**config.mk**
```make
export PLATFORM = sky130hd
export DESIGN_NAME = row_fifo_serializer
export DESIGN_NICKNAME = d
export VERILOG_FILES = /design/src/rtl/sa_pkg.sv /design/src/rtl/sa_word_select.sv /design/src/rtl/row_fifo_serializer.sv
export SDC_FILE = /design/constraint.sdc
export NUM_CORES = 1
export LEC_CHECK = 0
export CAP_MARGIN = 10
export CORE_MARGIN = 2
export CORE_UTILIZATION = 49
export DETAILED_ROUTE_END_ITERATION = 16
export PLACE_DENSITY_LB_ADDON = 0.15
export SETUP_SLACK_MARGIN = 0.15
export SLEW_MARGIN = 0
export SYNTH_ARGS = -nofsm -noshare
export SYNTH_HDL_FRONTEND = slang
export SYNTH_SLANG_ARGS = --single-unit
```
**constraint.sdc**
```tcl
create_clock -name i_clk -period 2.1 [get_ports i_clk]
set_input_delay 0.42 -clock i_clk [delete_from_list [all_inputs] [get_ports i_clk]]
set_output_delay 0.42 -clock i_clk [all_outputs]
set_load 0.01 [all_outputs]
```
**src/rtl/sa_pkg.sv**
```systemverilog
// Shared types and helpers for the systolic-array row-feed blocks.
package sa_pkg;

  typedef enum logic [1:0] {
    IDLE,
    READ,
    WAIT,
    EMIT
  } state_e;

  localparam int ORDER_HI_FIRST = 0;
  localparam int ORDER_LO_FIRST = 1;

  function automatic int idx_w(input int rows);
    return (rows > 1) ? $clog2(rows) : 1;
  endfunction

endpackage

```
**src/rtl/sa_word_select.sv**
```systemverilog
// Combinational ROW-to-1 word multiplexer over a packed row vector.
module sa_word_select
  import sa_pkg::*;
#(
  parameter int ROW    = 3,
  parameter int DATA_W = 9
) (
  input  logic [ROW*DATA_W-1:0]  words,
  input  logic [idx_w(ROW)-1:0]  sel,
  output logic [DATA_W-1:0]      word
);

  localparam int IDX_W = idx_w(ROW);

  always_comb begin
    // NOTE: default first so out-of-range selects cannot infer a latch.
    word = '0;
    for (int r = 0; r < ROW; r++) begin
      if (sel == IDX_W'(r)) word = words[r*DATA_W +: DATA_W];
    end
  end

endmodule

```
**src/rtl/row_fifo_serializer.sv**
```systemverilog
// Pops one word from every row FIFO at once, then streams the captured
// words out one per beat with valid/ready, a row index and a last marker.
module row_fifo_serializer
  import sa_pkg::*;
#(
  parameter int ROW    = 3,
  parameter int DATA_W = 9,
  parameter int RD_LAT = 1,
  parameter int ORDER  = ORDER_HI_FIRST
) (
  input  logic                    i_clk,
  input  logic                    i_rst,
  input  logic                    i_enable,
  input  logic [ROW-1:0]          i_fifo_empty,
  input  logic [ROW*DATA_W-1:0]   i_data,
  output logic [ROW-1:0]          o_read_enable,
  output logic [DATA_W-1:0]       o_data,
  output logic                    o_valid,
  input  logic                    i_ready,
  output logic                    o_last,
  output logic [$clog2(ROW)-1:0]  o_row_idx,
  output logic                    o_busy
);

  localparam int IDX_W = idx_w(ROW);
  localparam int CNT_W = 2;

  state_e                state;
  logic [CNT_W-1:0]      lat_cnt;
  logic [IDX_W-1:0]      beat;
  logic [ROW*DATA_W-1:0] row_buf;
  logic [ROW*DATA_W-1:0] sel_words;
  logic [IDX_W-1:0]      sel_idx;
  logic [DATA_W-1:0]     sel_word;
  logic                  capture;
  logic                  handshake;

  function automatic logic [IDX_W-1:0] row_of(input logic [IDX_W-1:0] b);
    return (ORDER == ORDER_HI_FIRST) ? IDX_W'(ROW - 1) - b : b;
  endfunction

  assign capture   = (state == WAIT) && (lat_cnt == '0);
  assign handshake = o_valid && i_ready;
  assign o_busy    = (state != IDLE);

  // The first word comes straight from the FIFO bus; later ones from the buffer.
  always_comb begin
    sel_words = row_buf;
    sel_idx   = row_of(beat + IDX_W'(1));
    if (state == WAIT) begin
      sel_words = i_data;
      sel_idx   = row_of('0);
    end
  end

  sa_word_select #(
    .ROW    (ROW),
    .DATA_W (DATA_W)
  ) u_word_select (
    .words (sel_words),
    .sel   (sel_idx),
    .word  (sel_word)
  );

  // NOTE: the word buffer carries no reset; its contents are never observed
  // until a capture has overwritten every row.
  always_ff @(posedge i_clk) begin
    if (capture) row_buf <= i_data;
  end

  // NOTE: non-blocking assignments throughout so every register sees the
  // pre-edge values of the others.
  always_ff @(posedge i_clk) begin
    if (i_rst) begin
      state         <= IDLE;
      o_read_enable <= '0;
      o_valid       <= 1'b0;
      o_last        <= 1'b0;
      o_data        <= '0;
      o_row_idx     <= '0;
      lat_cnt       <= '0;
      beat          <= '0;
    end else begin
      case (state)
        IDLE: begin
          if (i_enable && (i_fifo_empty == '0)) begin
            state         <= READ;
            o_read_enable <= '1;
          end
        end
        READ: begin
          o_read_enable <= '0;
          lat_cnt       <= CNT_W'(RD_LAT - 1);
          state         <= WAIT;
        end
        WAIT: begin
          if (lat_cnt != '0) begin
            lat_cnt <= lat_cnt - 1'b1;
          end else begin
            beat      <= '0;
            o_data    <= sel_word;
            o_row_idx <= sel_idx;
            o_valid   <= 1'b1;
            o_last    <= 1'b0;
            state     <= EMIT;
          end
        end
        EMIT: begin
          if (handshake) begin
            if (beat == IDX_W'(ROW - 1)) begin
              o_valid <= 1'b0;
              o_last  <= 1'b0;
              state   <= IDLE;
            end else begin
              beat      <= beat + 1'b1;
              o_data    <= sel_word;
              o_row_idx <= sel_idx;
              o_last    <= (beat == IDX_W'(ROW - 2));
            end
          end
        end
        default: state <= IDLE;
      endcase
    end
  end

endmodule
```
==> flow_results.org <==
** Synth
- By instance count, the leading cell after synthesis is edfxtp_1.
- For this run, the number of Yosys warnings is 0.
- Counting flops and latches in the post-synthesis netlist gives between 40 and 50.
- The share of synthesized area in the top cell type comes to 38.3%.
- The mapped netlist covers between 2000 and 2500 um2.
- Largest cells by area after synthesis :: edfxtp_1, dfxtp_1, ha_1
- In the synthesized netlist the dominant register cell turns out to be edfxtp_1.
- In this run, synthesis inferred 27 flip-flops with an integrated enable.
- Number of distinct library cells after synthesis :: 37
- Gate Count Post-Synth :: 180
- Synth async-reset ratio :: 0%
- Post-synthesis cell type with the largest combined area :: edfxtp_1
- Each instance of the synthesized netlist takes up on average between 10 and 15 um2.
- Post-Synthesis Net Count :: 222
- Most frequent cells after synthesis :: edfxtp_1, dfxtp_1, nor2_1
- The share of the Yosys chip area taken by registers is between 50% and 60%.

** Min path
- Class of the most critical hold timing path :: register to register

** GRT
- Number of antenna violations at the first check in global routing :: 0
- Global routing used 19.7% of the available tracks across all layers.
- The first global-routing pass estimated roughly 7600 um of wire.
- The total overflow left after global routing is 0.
- Pin count of the biggest net entering global routing :: 28
- The number of global-route vias before repair is about 1600.

** Pwr
- Lkg Pwr :: about 1.0 nW
- Cell Pwr Density :: slightly above 900 nW/um2
- The worst-case IR drop observed on VDD is ~0.00053 V.
- Total design power :: between 2 and 3 mW

** Final layout
- Share of post-route cells with drive strength above 1 :: between 10% and 20%
- Compared with the post-synthesis result, the final layout area differs by 31.2%.
- Fin nets :: approximately 270
- 0 antenna diodes ended up in the layout.

** Status
- The run finished with clean final reports.

** Clocking
- Hold_buf cts :: 0
- Worst-path clk slew :: 0.09 ns
- TritonCTS built the clock tree.
- The clock passes through at most 2 buffers.
- The H-tree was split into 2 levels.
- Total number of clock tree sinks :: between 40 and 50
- TritonCTS created 5 clock buffers.
- Worst skew pair latency :: between 0.2 and 0.3 ns
- The cell sitting at the root of the clock tree is a clkbuf_8.

** Route
- Post-Route WL :: 4540 um
- Count of nets left with antenna violations after detail routing :: 0
- The first detailed-routing pass ran for 4 iterations.
- Number of vias per cell after detailed routing :: between 5 and 6
- For this block, the initial DRC count from the detailed router was 89.
- In the final routed layout, each cell accounts on average for 16.0 um.
- Total DRC errors in the routed layout :: 0
- The routed layout has about 1600 vias.

** Critical path
- Data on the critical path is required at its endpoint by roughly 2.3 ns.
- Crit path DAT :: ~2 ns
- In this run the critical register-to-register path is captured at o_data[1]$_SDFFE_PP0P_.
- In this run the worst setup path begins at state[0]$_SDFFE_PP0P_.
- The critical path in this run is classified as register to register.
- Sort of element at the start of the critical path :: register
- In this run the worst setup path terminates at o_data[1]$_SDFFE_PP0P_.
- Beginning of the worst register-to-register path :: state[0]$_SDFFE_PP0P_
- In this run the register-to-register setup slack is slightly above 0.3 ns.
- Logic depth of the worst register-to-register path :: 7
- Highest fanout seen on the critical path :: 22
- STA classifies the critical path endpoint as a register.

** Floorplanning
- The floorplan step defined a die boundary enclosing 4860 um2.
- Die W :: 69.7 um
- Number of I/O pins :: between 50 and 60
- Number of standard-cell rows in the floorplan :: 23
- Area inside the core boundary :: between 4000 and 5000 um2
- Height of the chip :: approximately 70 um
- Starting density of the core :: roughly 52%

** Place
- In this run the tool buffered the top-level ports with 50 buffer cells.
- The congestion estimate from routability-driven global placement came to 0.786.
- The HPWL after detailed placement is 3180 um.

** STA
- The worst pin sits at a relative slew slack of 76.2%.
- The clock arrives with around 0.0016 ns of skew.
- Setup repair after global routing left no endpoint under its margin.
- Worst Hold Margin :: around 0.50 ns
- Setup violations remaining at the end of the flow were counted as 0.
- Summed over all failing endpoints, the final setup total negative slack is 0 ns.
- The final hold violation count is 0.
- In the finished design, the share of the clock period the worst path needs comes to between 80% and 90%.
- The max-slew violation total from the final report came to 0.
- Slew at the pin closest to its max-slew limit :: around 0.36 ns
- Static timing analysis puts the maximum clock frequency at approximately 0.56 GHz.
- Clock period minus final worst setup slack :: ~1.8 ns

** Run
- Max Cap Viol :: 0
==> area by class of cell <==
class,instances,area (um2)
Tap cell,50,62.6
Inverter,9,33.8
Fill cell,308,1310
Timing Repair Buffer,59,579
Multi-Input combinational cell,110,796
Clock buffer,5,68.8
Sequential cell,47,1210
Clock inverter,3,20.0
==> through the flow <==
step                      setup WS (ns)  utilization (%)  cells  cell area (um2)
final                             0.306             67.9    283             2770
after global routing              0.195             67.9    283             2770
after CTS                         0.160             67.6    282             2760
after detailed placement          0.219             65.4    274             2670
after global placement            0.290             65.4    274             2670
after floorplan                   0.425                -    180             2110
==> timing repair <==
action / in CTS / in global routing
pin swaps: 1 / 1
setup endpoints to repair: 2 / 37
resized for setup: 3 / 2
buffers inserted: 0 / 1
hold endpoints to repair: 0 / 0
==> worst max-delay path, stage by stage (launching register included) <==
cell     delay, ns
dfxtp_2       0.35
inv_1         0.11
ha_2          0.35
mux2i_1       0.33
a21oi_2       0.08
buf_12        0.17
nor3b_1       0.24
a21o_1        0.12
==> cell families after synthesis <==
| logic type | Yosys count | synth area share, % |
|---|---|---|
| buffers and inverters | 23 | 5.32 |
| AND/OR/NAND/NOR | 58 | 16.2 |
| XOR/XNOR | 1 | 0.414 |
| AO/OA/AOI/OAI | 39 | 14.1 |
| flip-flops | 47 | 57.3 |
| adder cells (fa/ha/maj) | 8 | 4.73 |
| multiplexers | 4 | 1.95 |
==> placed cells by master (no fill, tap or decap), types with 2 or more instances in the layout <==
master and n:
inv_1 9, nor4_1 8, nand3b_1 3, o31ai_1 2, nor3b_1 8, buf_4 8
a21o_1 8, dfxtp_2 2, edfxtp_1 27, a211oi_1 11, nand2_1 3, clkinvlp_4 2
o32ai_1 8, nor2b_1 11, a21oi_1 4, nor4b_1 2, dfxtp_1 18, mux2i_1 3
clkbuf_8 5, nor2_1 13, nand2b_1 2, a31oi_1 2, nor3_1 2, ha_1 6
ha_2 2, clkdlybuf4s50_1 49
==> metal layers <==
layer	wire, um	up-vias	track usage, %
met5	0	-	0
met4	18	0	4.06
met3	198	2	4.65
met2	2440	47	36.4
met1	1890	758	23.4
li1	-	776	-
==> worst min-delay path by stage <==
| stage | cells past startpoint | endpoint | slack, ns | start |
|---|---|---|---|---|
| 3_3_place_gp | 2 | lat_cnt[1]$_SDFFE_PP0P_ | 0.47 | lat_cnt[1]$_SDFFE_PP0P_ |
| 4_1_cts | 2 | lat_cnt[1]$_SDFFE_PP0P_ | 0.50 | lat_cnt[1]$_SDFFE_PP0P_ |
| 6_report | 2 | lat_cnt[1]$_SDFFE_PP0P_ | 0.50 | lat_cnt[1]$_SDFFE_PP0P_ |
| 5_1_grt | 2 | lat_cnt[1]$_SDFFE_PP0P_ | 0.52 | lat_cnt[1]$_SDFFE_PP0P_ |
| 3_5_place_dp | 2 | lat_cnt[1]$_SDFFE_PP0P_ | 0.48 | lat_cnt[1]$_SDFFE_PP0P_ |
| 2_1_floorplan | 2 | lat_cnt[1]$_SDFFE_PP0P_ | 0.45 | lat_cnt[1]$_SDFFE_PP0P_ |
==> report_power, final <==
part | internal, mW | switching, mW | total [mW]
sequential | 1.14 | 0.0681 | 1.21
combinational | 0.376 | 0.392 | 0.767
clock | 0.232 | 0.302 | 0.534
total | 1.75 | 0.762 | 2.51
==> sequential cells by signal, summed over array words and instances, names as in the netlist <==
signal / flops
beat: 2
o_valid: 1
o_row_idx: 2
o_last: 1
row_buf: 27
o_data: 9
o_read_enable: 1
state: 2
lat_cnt: 2
(Power assumes the default switching activity.)
==> patch 1: new RTL, same flow settings <==
`ROW` is set to 3 in 2 places; all go to 6.
--- a/src/rtl/sa_word_select.sv
+++ b/src/rtl/sa_word_select.sv
@@ -2,7 +2,7 @@
 module sa_word_select
   import sa_pkg::*;
 #(
-  parameter int ROW    = 3,
+  parameter int ROW    = 6,
   parameter int DATA_W = 9
 ) (
   input  logic [ROW*DATA_W-1:0]  words,
--- a/src/rtl/row_fifo_serializer.sv
+++ b/src/rtl/row_fifo_serializer.sv
@@ -3,7 +3,7 @@
 module row_fifo_serializer
   import sa_pkg::*;
 #(
-  parameter int ROW    = 3,
+  parameter int ROW    = 6,
   parameter int DATA_W = 9,
   parameter int RD_LAT = 1,
   parameter int ORDER  = ORDER_HI_FIRST
Ports: changed (resized i_data, i_fifo_empty, o_read_enable and o_row_idx); port bits go from 51 to 85. No check against the original RTL was run, so the function may have changed too.
==> patch 1 against the unedited design <==
- clock skew up 0.014 ns
- worst setup slack worse by 0.29 ns
- power up 36%
- worst hold slack worse by 0.029 ns
- area after synthesis up 60%
- design area up 67%
- routed wire length up 69%
- sequential power up 50%
- sequential cell count up 29
- critical endpoint is now o_data[7]
==> patch 1: results <==
[worst_setup_path]
slowest_delay_ns = 0.59
regToRegSetupSlack_ns = 0.01
worstRegToRegCells = 6
slowest_stage = "or4_4"
endpoint = "o_data[7]"
cp_data_arrival_time_ns = 2.34
critPathMaxFanout = 8

[timing]
final.min_clock_period_ns = 2.09
worst_hold_slack_ns = 0.471
tightest_slew_ns = 0.529

[global_route]
grt_first_pass_wirelength_um = 11500
grt_pass1_vias = 2384
grt_util_all_layers = 0.206
use_met2 = 0.323
grt.met1_usage = 0.280
use_met3 = 0.0512

[synthesis]
seq_area_frac_synth = 0.609
yosysUniqueCellTypes = 44
synthTopCellsByArea = "edfxtp_1, dfxtp_1, o32ai_2"
async_flop_share = 0
synth_edf_count = 54
ys_top_cells_by_count = "edfxtp_1, dfxtp_1, clkbuf_1"

[layout]
nNonClkBuffers = 109
multi_input_gates = 144
bufAreaShareNonClock = 0.228
reg_top3 = "row_buf: 54 flops, o_data: 9 flops"
fill_cells = 486
antenna_cells = 0
clkbuf_count = 11
nonClockInverterCount = 10
seq_area_mm2 = 0.00207
drive_above_1_share = 0.180
clkCellAreaFrac = 0.0345

[place]
pre_cts_ws_ns = -0.251
hpwl_um = 5310
place_congestion = 0.828
portBuffers = 84

[detailed_routing]
viasPerCell = 5.52
wirelength_um = 7680
wl_met3_um = 557
dr.pass1.iters = 5
met2_length_um = 3630

[outcome]
status = "completed"

[clocking]
cts.sinks = 76
clk-insertion-delay-late_ns = 0.35
htree_num_levels = 3

[power]
vdd_drop_max_v = 0.000462
leakagePower_nw = 1.65
switchingPower_mw = 0.901
clk-power_mw = 0.944

[worst_hold_path]
min_to = "o_row_idx[1]"
## patch 1: cell count changes after synthesis, sizes merged, moves of 7 or more
cell and change:
edfxtp +27, a211oi -9, mux2i +9, o21bai +9
a221oi +8, a311oi +8, and3 +8, clkbuf +8
nor3b -8, o21a +8, a21o -7, nor3 +7
nor4 -7
## patch 1: cells by family after synthesis
kind of cell | count (synthesis) | share of synthesized area
adder cells (fa/ha/maj) | 9 | 0.0333
XOR/XNOR | 3 | 0.00999
buffers and inverters | 33 | 0.0470
multiplexers | 13 | 0.0422
flip-flops | 76 | 0.609
AO/OA/AOI/OAI | 69 | 0.171
AND/OR/NAND/NOR | 50 | 0.0873
## patch 1: what timing repair did
action / in CTS / in global routing
endpoints found under the setup margin: 10 / 13
resized for setup: 3 / 11
setup buffers: 0 / 4
pin swaps: 1 / 2
## patch 1: stage by stage
step                cells  instance area, µm²   util
global placement      415                4400  0.655
global route          435                4640  0.691
floorplan             253                3410      -
finish                435                4640  0.691
CTS                   431                4570  0.680
detailed placement    415                4400  0.655
==> patch 2: new RTL, config.mk and constraints unchanged <==
Without the edit above. The 4 states of `state_e` get a one-hot encoding in 4 bits.
--- a/src/rtl/sa_pkg.sv
+++ b/src/rtl/sa_pkg.sv
@@ -1,11 +1,11 @@
 // Shared types and helpers for the systolic-array row-feed blocks.
 package sa_pkg;
 
-  typedef enum logic [1:0] {
-    IDLE,
-    READ,
-    WAIT,
-    EMIT
+  typedef enum logic [3:0] {
+    IDLE = 4'b0001,
+    READ = 4'b0010,
+    WAIT = 4'b0100,
+    EMIT = 4'b1000
   } state_e;
 
   localparam int ORDER_HI_FIRST = 0;
Behaviour: same outputs for any inputs over 10 cycles, from zero or initial values and one cycle with i_rst high; not proved beyond that.
==> patch 2 against the unedited design <==
- worst setup slack worse by 0.11 ns
- routed wire length down 1.5%
- design area down 2.7%
- sequential cell count up 2
- utilization down 0.41 points
- area after synthesis down 4.3%
Power is not compared: it rests on default switching activity, and its combinational part moved more than twofold at a synthesized area within 25%.
==> patch 2: results <==
[timing]
maxSlewHeadroom = 0.666
skew_ns = 0.00399
finalHoldViolations = 0

[synthesis]
synthCells = 162
yosysUniqueCellTypes = 34
synth_edf_count = 27
syn-num-nets = 199
synthTopCellsByArea = "edfxtp_1, dfxtp_1, mux2_2"
seq_area_frac_synth = 0.618
yosysWarnings = 0
ys_top_cells_by_count = "edfxtp_1, dfxtp_1, a21oi_1"

[global_route]
grt_max_degree = 28
grt_pass1_vias = 1443
grt_util_all_layers = 0.208
grt_first_pass_wirelength_um = 6840

[detailed_routing]
wirelength_um = 4480
viasPerCell = 5.59
drt_iter0_markers = 187

[layout]
reg_top3 = "row_buf: 27 flops, o_data: 9 flops, state: 4 flops"
drive_above_1_share = 0.176
instances_no_fill = 266
nNetsFinal = 252

[power]
leakagePower_nw = 0.857

[clocking]
clk-insertion-delay-late_ns = 0.31

[worst_setup_path]
r2r-end = "lat_cnt[1]"
r2r_start = "state[3]"
critPathMaxFanout = 6
worstRegToRegCells = 3
cp_data_arrival_time_ns = 1.49
regToRegSetupSlack_ns = 0.24

[place]
place_congestion = 0.838
placed_cells = 257
hpwl_um = 3030

[outcome]
status = "completed"

[worst_hold_path]
min_to = "o_data[1]"
hold_path.class = "register to register"
hold_path.startpoint = "o_data[1]"
==> patch 2: changes by cell type in the layout (fill, tap and decap cells not counted), moves of 8 or more <==
cell	before	now
a211oi_1	11	0
a21o_1	8	0
a21oi_1	4	18
a221o_1	0	9
mux2_2	1	9
nand2_1	3	16
nor2_1	13	5
nor2b_1	11	0
nor3b_1	8	0
nor4_1	8	0
o211ai_1	0	10
o32ai_1	8	0
==> patch 2: power breakdown <==
| group | leakage (nW) | switching, mW | total, mW | internal [mW] |
|---|---|---|---|---|
| sequential | 0.421 | 0.00175 | 1.01 | 1.01 |
| clock | 0.0414 | 0.320 | 0.558 | 0.237 |
| combinational | 0.395 | 0.0222 | 0.0834 | 0.0612 |
| total | 0.857 | 0.344 | 1.65 | 1.31 |
==> patch 2: metrics by stage <==
| step | area [µm²] | hold WS, ns | worst slack (ns) | power [mW] |
|---|---|---|---|---|
| after global placement | 2580 | 0.442 | 0.228 | 1.12 |
| after detailed placement | 2580 | 0.449 | 0.168 | 1.12 |
| after floorplan | 2050 | 0.449 | 0.200 | 1.05 |
| final | 2700 | 0.459 | 0.191 | 1.65 |
| after global routing | 2700 | 0.470 | 0.129 | 1.71 |
| after CTS | 2670 | 0.462 | 0.170 | 1.66 |
==> patch 2: layout make-up <==
class	count	share of cell area
Clock buffer	6	0.0269
Clock inverter	2	0.00603
Inverter	5	0.00834
Multi-Input combinational cell	96	0.263
Sequential cell	49	0.465
Tap cell	50	0.0232
Timing Repair Buffer	57	0.204
Timing Repair inverter	1	0.00278
==> patch 2: logic make-up after synthesis <==
group | synth area share
xor+xnor | 0.00433
compound gates | 0.161
simple gates | 0.109
flops | 0.618
buf+inv | 0.0383
mux | 0.0501
fa+ha+maj | 0.0186
==> patch 2: timing repair <==
item / 4_1_cts / 5_1_grt
gates resized for setup: 2 / 6
endpoints found under the setup margin: 1 / 38
cloned: 0 / 1
==> patch 2: worst max path at each step <==
| stage | startpoint | cells after the start | slack, ns | end |
|---|---|---|---|---|
| 2_1_floorplan | beat[0] | 8 | 0.20 | o_data[1] |
| 3_3_place_gp | i_ready | 5 | 0.23 | beat[1] |
| 3_5_place_dp | i_ready | 5 | 0.17 | beat[1] |
| 4_1_cts | state[3] | 2 | 0.17 | o_busy |
| 5_1_grt | state[2] | 3 | 0.13 | lat_cnt[1] |
| 6_report | state[3] | 2 | 0.19 | o_busy |
==> patch 2: critical path: stages, from the launching register on <==
cell and delay [ns]:
dfxtp_2 0.35, or4b_4 0.54, dlygate4sd2_1 0.30
==> patch 2: per-layer routing <==
layer,vias to the layer above,GRT usage,part of all wire
met3,5,0.0691,0.050
li1,721,-,-
met1,711,0.236,0.42
met5,-,0,0
met4,0,0.0625,0.012
met2,51,0.369,0.52
